**config.mk**
```make
export PLATFORM = sky130hd
export DESIGN_NAME = mmh3_arb
export DESIGN_NICKNAME = d
export VERILOG_FILES = /design/src/rtl/mmh3_arb.sv
export SDC_FILE = /design/constraint.sdc
export NUM_CORES = 2
export LEC_CHECK = 0
export ABC_AREA = 1
export CAP_MARGIN = 20
export CORE_MARGIN = 2
export CORE_UTILIZATION = 30
export CTS_CLUSTER_DIAMETER = 50
export DETAILED_ROUTE_END_ITERATION = 12
export SLEW_MARGIN = 20
export SYNTH_ARGS = -nofsm -noshare
export SYNTH_HDL_FRONTEND = slang
export SYNTH_SLANG_ARGS = --single-unit
```
**constraint.sdc**
```tcl
create_clock -name clk -period 14.4 [get_ports clk]
set_clock_uncertainty 0.2 [all_clocks]
set_input_delay 2.88 -clock clk [delete_from_list [all_inputs] [get_ports clk]]
set_output_delay 2.88 -clock clk [all_outputs]
set_load 0.02 [all_outputs]
```
**src/rtl/mmh3_arb.sv**
```systemverilog
`default_nettype none
// ============================================================================
// Module   : mmh3_arb
// Brief    : Round-robin arbiter sharing one fixed-latency, non-stallable hash
//            pipeline; tags track issues, results return in order via a FIFO.
// Revision : 1.0
// ============================================================================
module mmh3_arb #(
    parameter int N_REQ      = 4,
    parameter int LATENCY    = 18,
    parameter int FIFO_DEPTH = 32
) (
    input  logic                     clk,
    input  logic                     rst,
    input  logic [N_REQ-1:0]         req_valid,
    input  logic [N_REQ*62-1:0]      req_data,
    output logic [N_REQ-1:0]         req_ready,
    output logic [61:0]              hash_in_data,
    output logic                     hash_in_valid,
    input  logic [63:0]              hash_out,
    input  logic                     hash_out_valid,
    output logic                     res_valid,
    input  logic                     res_ready,
    output logic [$clog2(N_REQ)-1:0] res_id,
    output logic [63:0]              res_hash,
    output logic                     busy,
    output logic                     err
);
    localparam int c_ID_W  = $clog2(N_REQ);
    localparam int c_PTR_W = $clog2(FIFO_DEPTH);
    localparam int c_CNT_W = $clog2(FIFO_DEPTH + 1);
    localparam int c_SUM_W = c_CNT_W + 1;
    localparam int c_DRN_W = $clog2(LATENCY + 1);

    localparam logic [c_DRN_W-1:0] c_DRAIN_LAST = c_DRN_W'(LATENCY);
    localparam logic [c_PTR_W-1:0] c_PTR_LAST   = c_PTR_W'(FIFO_DEPTH - 1);
    localparam logic [c_SUM_W-1:0] c_CREDIT_MAX = c_SUM_W'(FIFO_DEPTH);
    localparam logic [c_ID_W-1:0]  c_ID_LAST    = c_ID_W'(N_REQ - 1);

    localparam logic [0:0] c_ST_DRAIN = 1'b0;
    localparam logic [0:0] c_ST_RUN   = 1'b1;

    logic [0:0]         r_state;
    logic [0:0]         w_state_nxt;
    logic [c_DRN_W-1:0] r_drain_cnt;
    logic               w_run;

    logic [c_ID_W-1:0]  r_last_grant;
    logic [c_ID_W-1:0]  w_cand;
    logic [c_ID_W-1:0]  w_grant_idx;
    logic               w_found;
    logic               w_credit;
    logic               w_hs;
    logic [c_SUM_W-1:0] w_occ;

    logic [61:0]        r_hash_in_data;
    logic               r_hash_in_valid;

    logic               r_tag_v  [LATENCY+1];
    logic [c_ID_W-1:0]  r_tag_id [LATENCY+1];
    logic               w_tag_v;
    logic [c_ID_W-1:0]  w_tag_id;

    logic [c_CNT_W-1:0] r_inflight;
    logic [c_CNT_W-1:0] r_fifo_cnt;
    logic [c_PTR_W-1:0] r_wr_ptr;
    logic [c_PTR_W-1:0] r_rd_ptr;
    logic [c_ID_W+63:0] r_mem [FIFO_DEPTH];
    logic [c_ID_W+63:0] w_head;
    logic               w_fifo_wr;
    logic               w_fifo_rd;
    logic               r_err;

    // ---------------------------------------------------------------- FSM
    always_ff @(posedge clk or posedge rst) begin
        if (rst) begin
            r_state <= c_ST_DRAIN;
        end else begin
            r_state <= w_state_nxt;
        end
    end

    always_comb begin
        w_state_nxt = r_state;
        case (r_state)
            c_ST_DRAIN: begin
                if (r_drain_cnt == c_DRAIN_LAST) begin
                    w_state_nxt = c_ST_RUN;
                end
            end
            default: w_state_nxt = c_ST_RUN;
        endcase
    end

    // DRAIN covers LATENCY+1 cycles so every pre-reset pipeline output is absorbed
    always_ff @(posedge clk or posedge rst) begin
        if (rst) begin
            r_drain_cnt <= '0;
        end else if (r_state == c_ST_DRAIN && r_drain_cnt != c_DRAIN_LAST) begin
            r_drain_cnt <= r_drain_cnt + 1'b1;
        end
    end

    assign w_run = (r_state == c_ST_RUN);

    // ---------------------------------------------------------------- arbiter
    always_comb begin
        w_found     = 1'b0;
        w_grant_idx = '0;
        w_cand      = '0;
        for (int k = 1; k <= N_REQ; k++) begin
            w_cand = c_ID_W'((int'(r_last_grant) + k) % N_REQ);
            if (!w_found && req_valid[w_cand]) begin
                w_found     = 1'b1;
                w_grant_idx = w_cand;
            end
        end
    end

    assign w_occ    = c_SUM_W'(r_fifo_cnt) + c_SUM_W'(r_inflight);
    assign w_credit = (w_occ < c_CREDIT_MAX);
    assign w_hs     = w_run & w_credit & w_found;

    always_comb begin
        req_ready = '0;
        if (w_hs) begin
            req_ready[w_grant_idx] = 1'b1;
        end
    end

    always_ff @(posedge clk or posedge rst) begin
        if (rst) begin
            r_hash_in_valid <= 1'b0;
            r_hash_in_data  <= '0;
            r_last_grant    <= c_ID_LAST;
        end else begin
            r_hash_in_valid <= w_hs;
            if (w_hs) begin
                r_hash_in_data <= req_data[62*w_grant_idx +: 62];
                r_last_grant   <= w_grant_idx;
            end
        end
    end

    assign hash_in_data  = r_hash_in_data;
    assign hash_in_valid = r_hash_in_valid;

    // ---------------------------------------------------------------- tags
    // Stage 0 is loaded with the issue edge, so stage LATENCY meets hash_out_valid
    always_ff @(posedge clk or posedge rst) begin
        if (rst) begin
            for (int s = 0; s <= LATENCY; s++) begin
                r_tag_v[s]  <= 1'b0;
                r_tag_id[s] <= '0;
            end
        end else begin
            r_tag_v[0]  <= w_hs;
            r_tag_id[0] <= w_grant_idx;
            for (int s = 1; s <= LATENCY; s++) begin
                r_tag_v[s]  <= r_tag_v[s-1];
                r_tag_id[s] <= r_tag_id[s-1];
            end
        end
    end

    assign w_tag_v   = r_tag_v[LATENCY];
    assign w_tag_id  = r_tag_id[LATENCY];
    assign w_fifo_wr = w_run & hash_out_valid & w_tag_v;
    assign w_fifo_rd = res_valid & res_ready;

    // A tag always retires, with or without a matching hash
    always_ff @(posedge clk or posedge rst) begin
        if (rst) begin
            r_inflight <= '0;
        end else begin
            case ({w_hs, w_tag_v})
                2'b10:   r_inflight <= r_inflight + 1'b1;
                2'b01:   r_inflight <= r_inflight - 1'b1;
                default: r_inflight <= r_inflight;
            endcase
        end
    end

    // ---------------------------------------------------------------- FIFO
    always_ff @(posedge clk or posedge rst) begin
        if (rst) begin
            r_fifo_cnt <= '0;
            r_wr_ptr   <= '0;
            r_rd_ptr   <= '0;
        end else begin
            case ({w_fifo_wr, w_fifo_rd})
                2'b10:   r_fifo_cnt <= r_fifo_cnt + 1'b1;
                2'b01:   r_fifo_cnt <= r_fifo_cnt - 1'b1;
                default: r_fifo_cnt <= r_fifo_cnt;
            endcase
            if (w_fifo_wr) begin
                r_wr_ptr <= (r_wr_ptr == c_PTR_LAST) ? '0 : r_wr_ptr + 1'b1;
            end
            if (w_fifo_rd) begin
                r_rd_ptr <= (r_rd_ptr == c_PTR_LAST) ? '0 : r_rd_ptr + 1'b1;
            end
        end
    end

    always_ff @(posedge clk) begin
        if (w_fifo_wr) begin
            r_mem[r_wr_ptr] <= {w_tag_id, hash_out};
        end
    end

    assign w_head    = r_mem[r_rd_ptr];
    assign res_valid = (r_fifo_cnt != '0);
    assign res_id    = res_valid ? w_head[c_ID_W+63:64] : '0;
    assign res_hash  = res_valid ? w_head[63:0] : '0;

    // ---------------------------------------------------------------- status
    always_ff @(posedge clk or posedge rst) begin
        if (rst) begin
            r_err <= 1'b0;
        end else if (w_run && (hash_out_valid != w_tag_v)) begin
            r_err <= 1'b1;
        end
    end

    assign err  = r_err;
    assign busy = (r_inflight != '0) | (r_fifo_cnt != '0);

endmodule
`default_nettype wire

```
# Word-level counts from Yosys, hierarchy flattened
# Memory sizes are Yosys's and may differ from the RTL's.
# Cells that the tools add are included.
[word_totals] ramBits=2112 memories=1 word_cells=127 reg_bits=150 inputBits=320
[mem_list] name="r_mem" words=32 word_bits=66 rd=1 rd_clocked_by_memory_dff=0 write_ports=1 line="68" text="logic [c_ID_W+63:0] r_mem [FIFO_DEPTH];"
[op_classes] reduce_logical=13 bitwise=7 eq_ne=9 n_lt_le_gt_ge=7 n_addsub=12 multipliers=1 mux=29 shift=1
[ops] cell="248-bit by 9-bit variable part select with 62-bit output" count=1
[ops] cell="64-bit 2-to-1 mux" count=1
[ops] cell="6-bit case mux with 2 select lines" count=2
[ops] cell="5-bit by 1-bit adder with 5-bit output, second input constant" count=3
[ops] cell="5-bit equality test, second input constant" count=3
[ops] cell="2-bit by 3-bit < comparator with 1-bit output, second input constant" count=5
[ops] cell="1-bit 2-to-1 mux" count=13
[ops] cell="6-bit by 1-bit adder with 6-bit output, second input constant" count=2
[ops] cell="6-bit nonzero test" count=2
[ops] cell="6-bit by 1-bit subtractor with 6-bit output, second input constant" count=2
[ops] cell="2-bit 2-to-1 mux" count=5
[ops] cell="5-bit 2-to-1 mux" count=2
[ops] cell="1-bit binary-select mux with 2-bit select" count=4
[ops] cell="6-bit by 6-bit adder with 7-bit output" count=1
[ops] cell="7-bit by 6-bit < comparator with 1-bit output, second input constant" count=1
[ops] cell="5-bit by 2-bit multiplier with 7-bit output, first input constant" count=1
[ops] cell="1-bit logical AND" count=6
[ops] cell="1-bit AND" count=5
[ops] cell="5-bit inequality test, second input constant" count=1
[ops] cell="2-bit by 1-bit adder with 2-bit output, second input constant" count=2
[ops] cell="2-bit adder, second input constant" count=2
[ops] cell="2-bit by 1-bit equality test with 1-bit output, second input constant" count=2
[ops] cell="2-bit equality test, second input constant" count=2
[ops] cell="4-bit 2-to-1 mux" count=1
[ops] cell="7 further kinds" count=10

# Depth between registers and ports, before layout
[depth] ltp_word=18 ltp_mapped=21 depth_no_buf=18

# Worst setup path before layout
# Ideal clock, no wire load.
[synth_path] path_kind="input port to flip-flop" startpoint="input port hash_out_valid" endpoint="memory r_mem[19][0] in the netlist's numbering, enable pin" arrival_time_ns=7.814 cell_stages=6 t_required_ns=13.628 slack_ns=5.814 path_cell_list="nand2_1 nor2_1 inv_1 nor2_1 nand2_1 nor3_1"
[synth_between] elab_chain_cells=4
[synth_rtl] element="from (decl)" line="21" text="input logic hash_out_valid,"
[synth_rtl] element="1-bit AND (2 in series)" line="168" text="assign w_fifo_wr = w_run & hash_out_valid & w_tag_v;"
[synth_rtl] element="1-bit 2-to-1 mux" line="206" text="if (w_fifo_wr) begin"
[synth_rtl] element="1-bit 2-to-1 mux (implied by the code)" line="207" text="r_mem[r_wr_ptr] <= {w_tag_id, hash_out};"
[synth_rtl] element="to (decl)" line="68"
# Every way passes these cells.

# Final worst setup path
[layout_path] startpoint="register r_rd_ptr[0]" endpoint="output port res_hash[31]"
[layout_between] elab_chain_cells=2
[layout_rtl] element="from (decl)" line="67" text="logic [c_PTR_W-1:0] r_rd_ptr;"
[layout_rtl] element="from (signal assigned)" line="200" text="r_rd_ptr <= (r_rd_ptr == c_PTR_LAST) ? '0 : r_rd_ptr + 1'b1;"
[layout_rtl] element="memory 32 x 66 bit"
[layout_rtl] element="64-bit 2-to-1 mux" line="214" text="assign res_hash = res_valid ? w_head[63:0] : '0;"
[layout_rtl] element="to (decl)" line="25" text="output logic [63:0] res_hash,"
# Every way passes these cells.

==> out/qor.csv <==
stage,metric,value,unit
status,status,completed,
power,p_int,14.2,mW
sta,final_hold_viol_count,0,
power,switching_share,0.390,
drt,drt_first_pass_iters,6,
finish,drive_gt1_frac,0.0774,
synthesis,syn_inst,7204,
synthesis,ys.warnings.count,0,
cts,ctsResizeCount,0,
placement,portBuffers,455,
power,irDropWorstVdd,0.214,mV
floorplan,row_count,201,
finish,post-route-util,0.360,
finish,final_nets,7884,
sta,tns,0,ps
cts,cts_max_level,5,
cts,cts_buffers,271,
sta,period_minus_slack,9550,ps
cts,cts_hold_buf,0,
floorplan,die_height,552,um
synthesis,synth-edff-count,2112,
placement,hpwl,147000,um
drt,drc,0,
placement,dp_cells,11200,
sta,tightest_slew,1210,ps
power,p_seq_frac,0.346,
global_route,grt_pass1_wl,412000,um
drt,drt-wirelength-per-cell,24.6,um
synthesis,synth_area_leaders,"edfxtp_1 70%, o21ai_0 6.4%, nor2_1 5.3%",
cts,cts_sinks,2262,
sta,worst_slack,4850,ps
synthesis,synthArstFlopShare,0.0663,
synthesis,synth_top_area_share,0.703,
finish,fin_area,108000,um^2
sta,drv_slew,0,
synthesis,synth_area_leader_cell,edfxtp_1,
synthesis,yosys-top-cells-count,"2112 x edfxtp_1, 1263 x nor2_1, 1162 x o21ai_0, 921 x nand2_1, 382 x o22ai_1",
synthesis,synth_nets,7550,
cts,root_buffer,clkbuf_16,
global_route,gr-usage-all-layers,0.181,
power,p_leak,35.9,nW
min_path,holdCritPathClass,flip-flop to flip-flop,
sta,finalCritPeriodShare,0.663,
drt,antenna_left,0,
global_route,antenna_found_initial,67,
cts,tritoncts,done,
global_route,grt_max_degree,243,
floorplan,initial_core_util,0.301,
floorplan,die-area,305000,um^2
cts,postCtsSetupRepairBufs,0,
cts,clk_pin_slew,60,ps
finish,fillers,28500,
drt,drt_iter0_drc,7451,
worst_setup_path,arrival,6470,ps
drt,num_vias,62000,
drt,viasPerCell,5.28,
synthesis,syn_area,90200,um^2
worst_setup_path,crit_path_start_kind,flip-flop,
floorplan,core,300000,um^2
power,clkPwrFrac,0.291,
placement,gp_congestion,0.935,
power,p_per_area,216,nW/um^2
global_route,grt.overflow.total,0,
cts,clk_latency,870,ps
sta,hold_slack,112,ps
floorplan,fp.dieW,552,um
power,power,23.3,mW
synthesis,ys_ff_latch,2262,
worst_setup_path,path_class,flip-flop to primary output,
power,switchingPower,9.07,mW
placement,dp_slack,5130,ps
placement,place_area,98900,um^2
job,maxCapViolations,0,
worst_setup_path,cp.required,11320,ps
synthesis,yosysUniqueCellTypes,43,
synthesis,synth_area_per_cell,12.5,um^2
synthesis,synth_seq_area_share,0.744,
synthesis,ys.flop_type,edfxtp_1,
finish,fin_cells,11700,
worst_setup_path,critPathCaptureType,primary output,
drt,drt-total-wl,289000,um
sta,relSlewSlack,0.192,
finish,area_growth,19.4,%
floorplan,io_pins,456,
synthesis,synth_most_common_cell,edfxtp_1,
sta,fmax,0.105,GHz
cts,cts_buffer_depth,4,
sta,rsz0062_at_grt,no,
global_route,first_global_vias,58900,
power,combPwrFrac,0.364,
sta,setup_viol,0,
worst_setup_path,worstPathMaxFanout,225,
[sequential cells by signal (all words and copies together) (netlist names)]
signal and count:
r_tag_v 18, w_tag_id 2, r_wr_ptr 5, r_last_grant 2, r_state 1, err 1
w_tag_v 1, r_tag_id 36, r_drain_cnt 5, r_inflight 6, hash_in_data 62, r_mem 2112
r_rd_ptr 5, r_fifo_cnt 6
[layer usage]
metal | routed length (um) | up-vias | track usage
met2 | 138000 | 3056 | 0.298
met4 | 11000 | 16 | 0.0698
met3 | 25100 | 561 | 0.0337
li1 | - | 27100 | -
met1 | 115000 | 31200 | 0.236
met5 | 106 | - | 0
[cell type report]
cell class | count | area (um^2) | area share
diodes | 33 | 82.6 | 0.000766
clock buffers | 320 | 7040 | 0.0653
clock inverters | 163 | 1810 | 0.0168
inverters | 47 | 214 | 0.00198
multi-input cells | 4385 | 21000 | 0.195
flip-flops and latches | 2262 | 67200 | 0.623
well taps | 3958 | 4950 | 0.0459
repair buffers | 571 | 5470 | 0.0507
[path summary, 6_finish.rpt]
check                       startpoint               end  slack (ps)  cells past startpoint
min in group asynchronous          rst      r_tag_id[32]        2230                      2
max reg2reg                    w_tag_v     r_mem[23][30]        9700                      8
max                        r_rd_ptr[0]      res_hash[31]        4850                     12
min                        r_tag_id[3]       w_tag_id[1]         110                      0
max in group asynchronous          rst  hash_in_data[45]        9830                      4
min reg2reg                r_tag_id[3]       w_tag_id[1]         110                      0
[cell usage in the layout (no fill, tap or decap), types with 39 or more instances in the layout]
| cell type | instances |
|---|---|
| o21ai_0 | 1162 |
| clkinv_1 | 39 |
| clkdlybuf4s50_1 | 441 |
| o22ai_1 | 382 |
| nand2_1 | 921 |
| edfxtp_1 | 2112 |
| nand3_1 | 263 |
| clkbuf_16 | 273 |
| o221ai_1 | 89 |
| a21oi_1 | 70 |
| clkbuf_1 | 44 |
| o211ai_1 | 93 |
| buf_4 | 106 |
| dfrtp_1 | 144 |
| nor2_1 | 1230 |
| clkinv_2 | 44 |
[critical path, stage by stage (launching register included)]
cell and delay [ps]:
dfrtp_4 930, buf_4 720, buf_4 820, buf_12 730
nor2_1 120, nor2_1 120, o21ai_0 100, o211ai_1 130
o211ai_1 140, nand3_1 110, o21ai_0 70, nor2_1 550
clkdlybuf4s50_1 760
[power groups by stage]
stage | registers [mW] | clock network, mW | logic (mW)
after floorplan | 8.13 | 0 | 5.17
after global placement | 8.15 | 0 | 8.32
after detailed placement | 8.16 | 0 | 8.46
after CTS | 8.04 | 6.88 | 8.48
after global routing | 8.08 | 7.14 | 9.25
final | 8.04 | 6.76 | 8.46
[logic make-up after synthesis]
group | after synthesis | synth area share
flip-flops | 2262 | 0.744
AND/OR/NAND/NOR | 2482 | 0.108
buffers and inverters | 557 | 0.0256
XOR/XNOR | 8 | 0.000776
AO/OA/AOI/OAI | 1869 | 0.118
adder cells (fa/ha/maj) | 26 | 0.00377
Note: power is estimated with default switching activity, not from simulation.
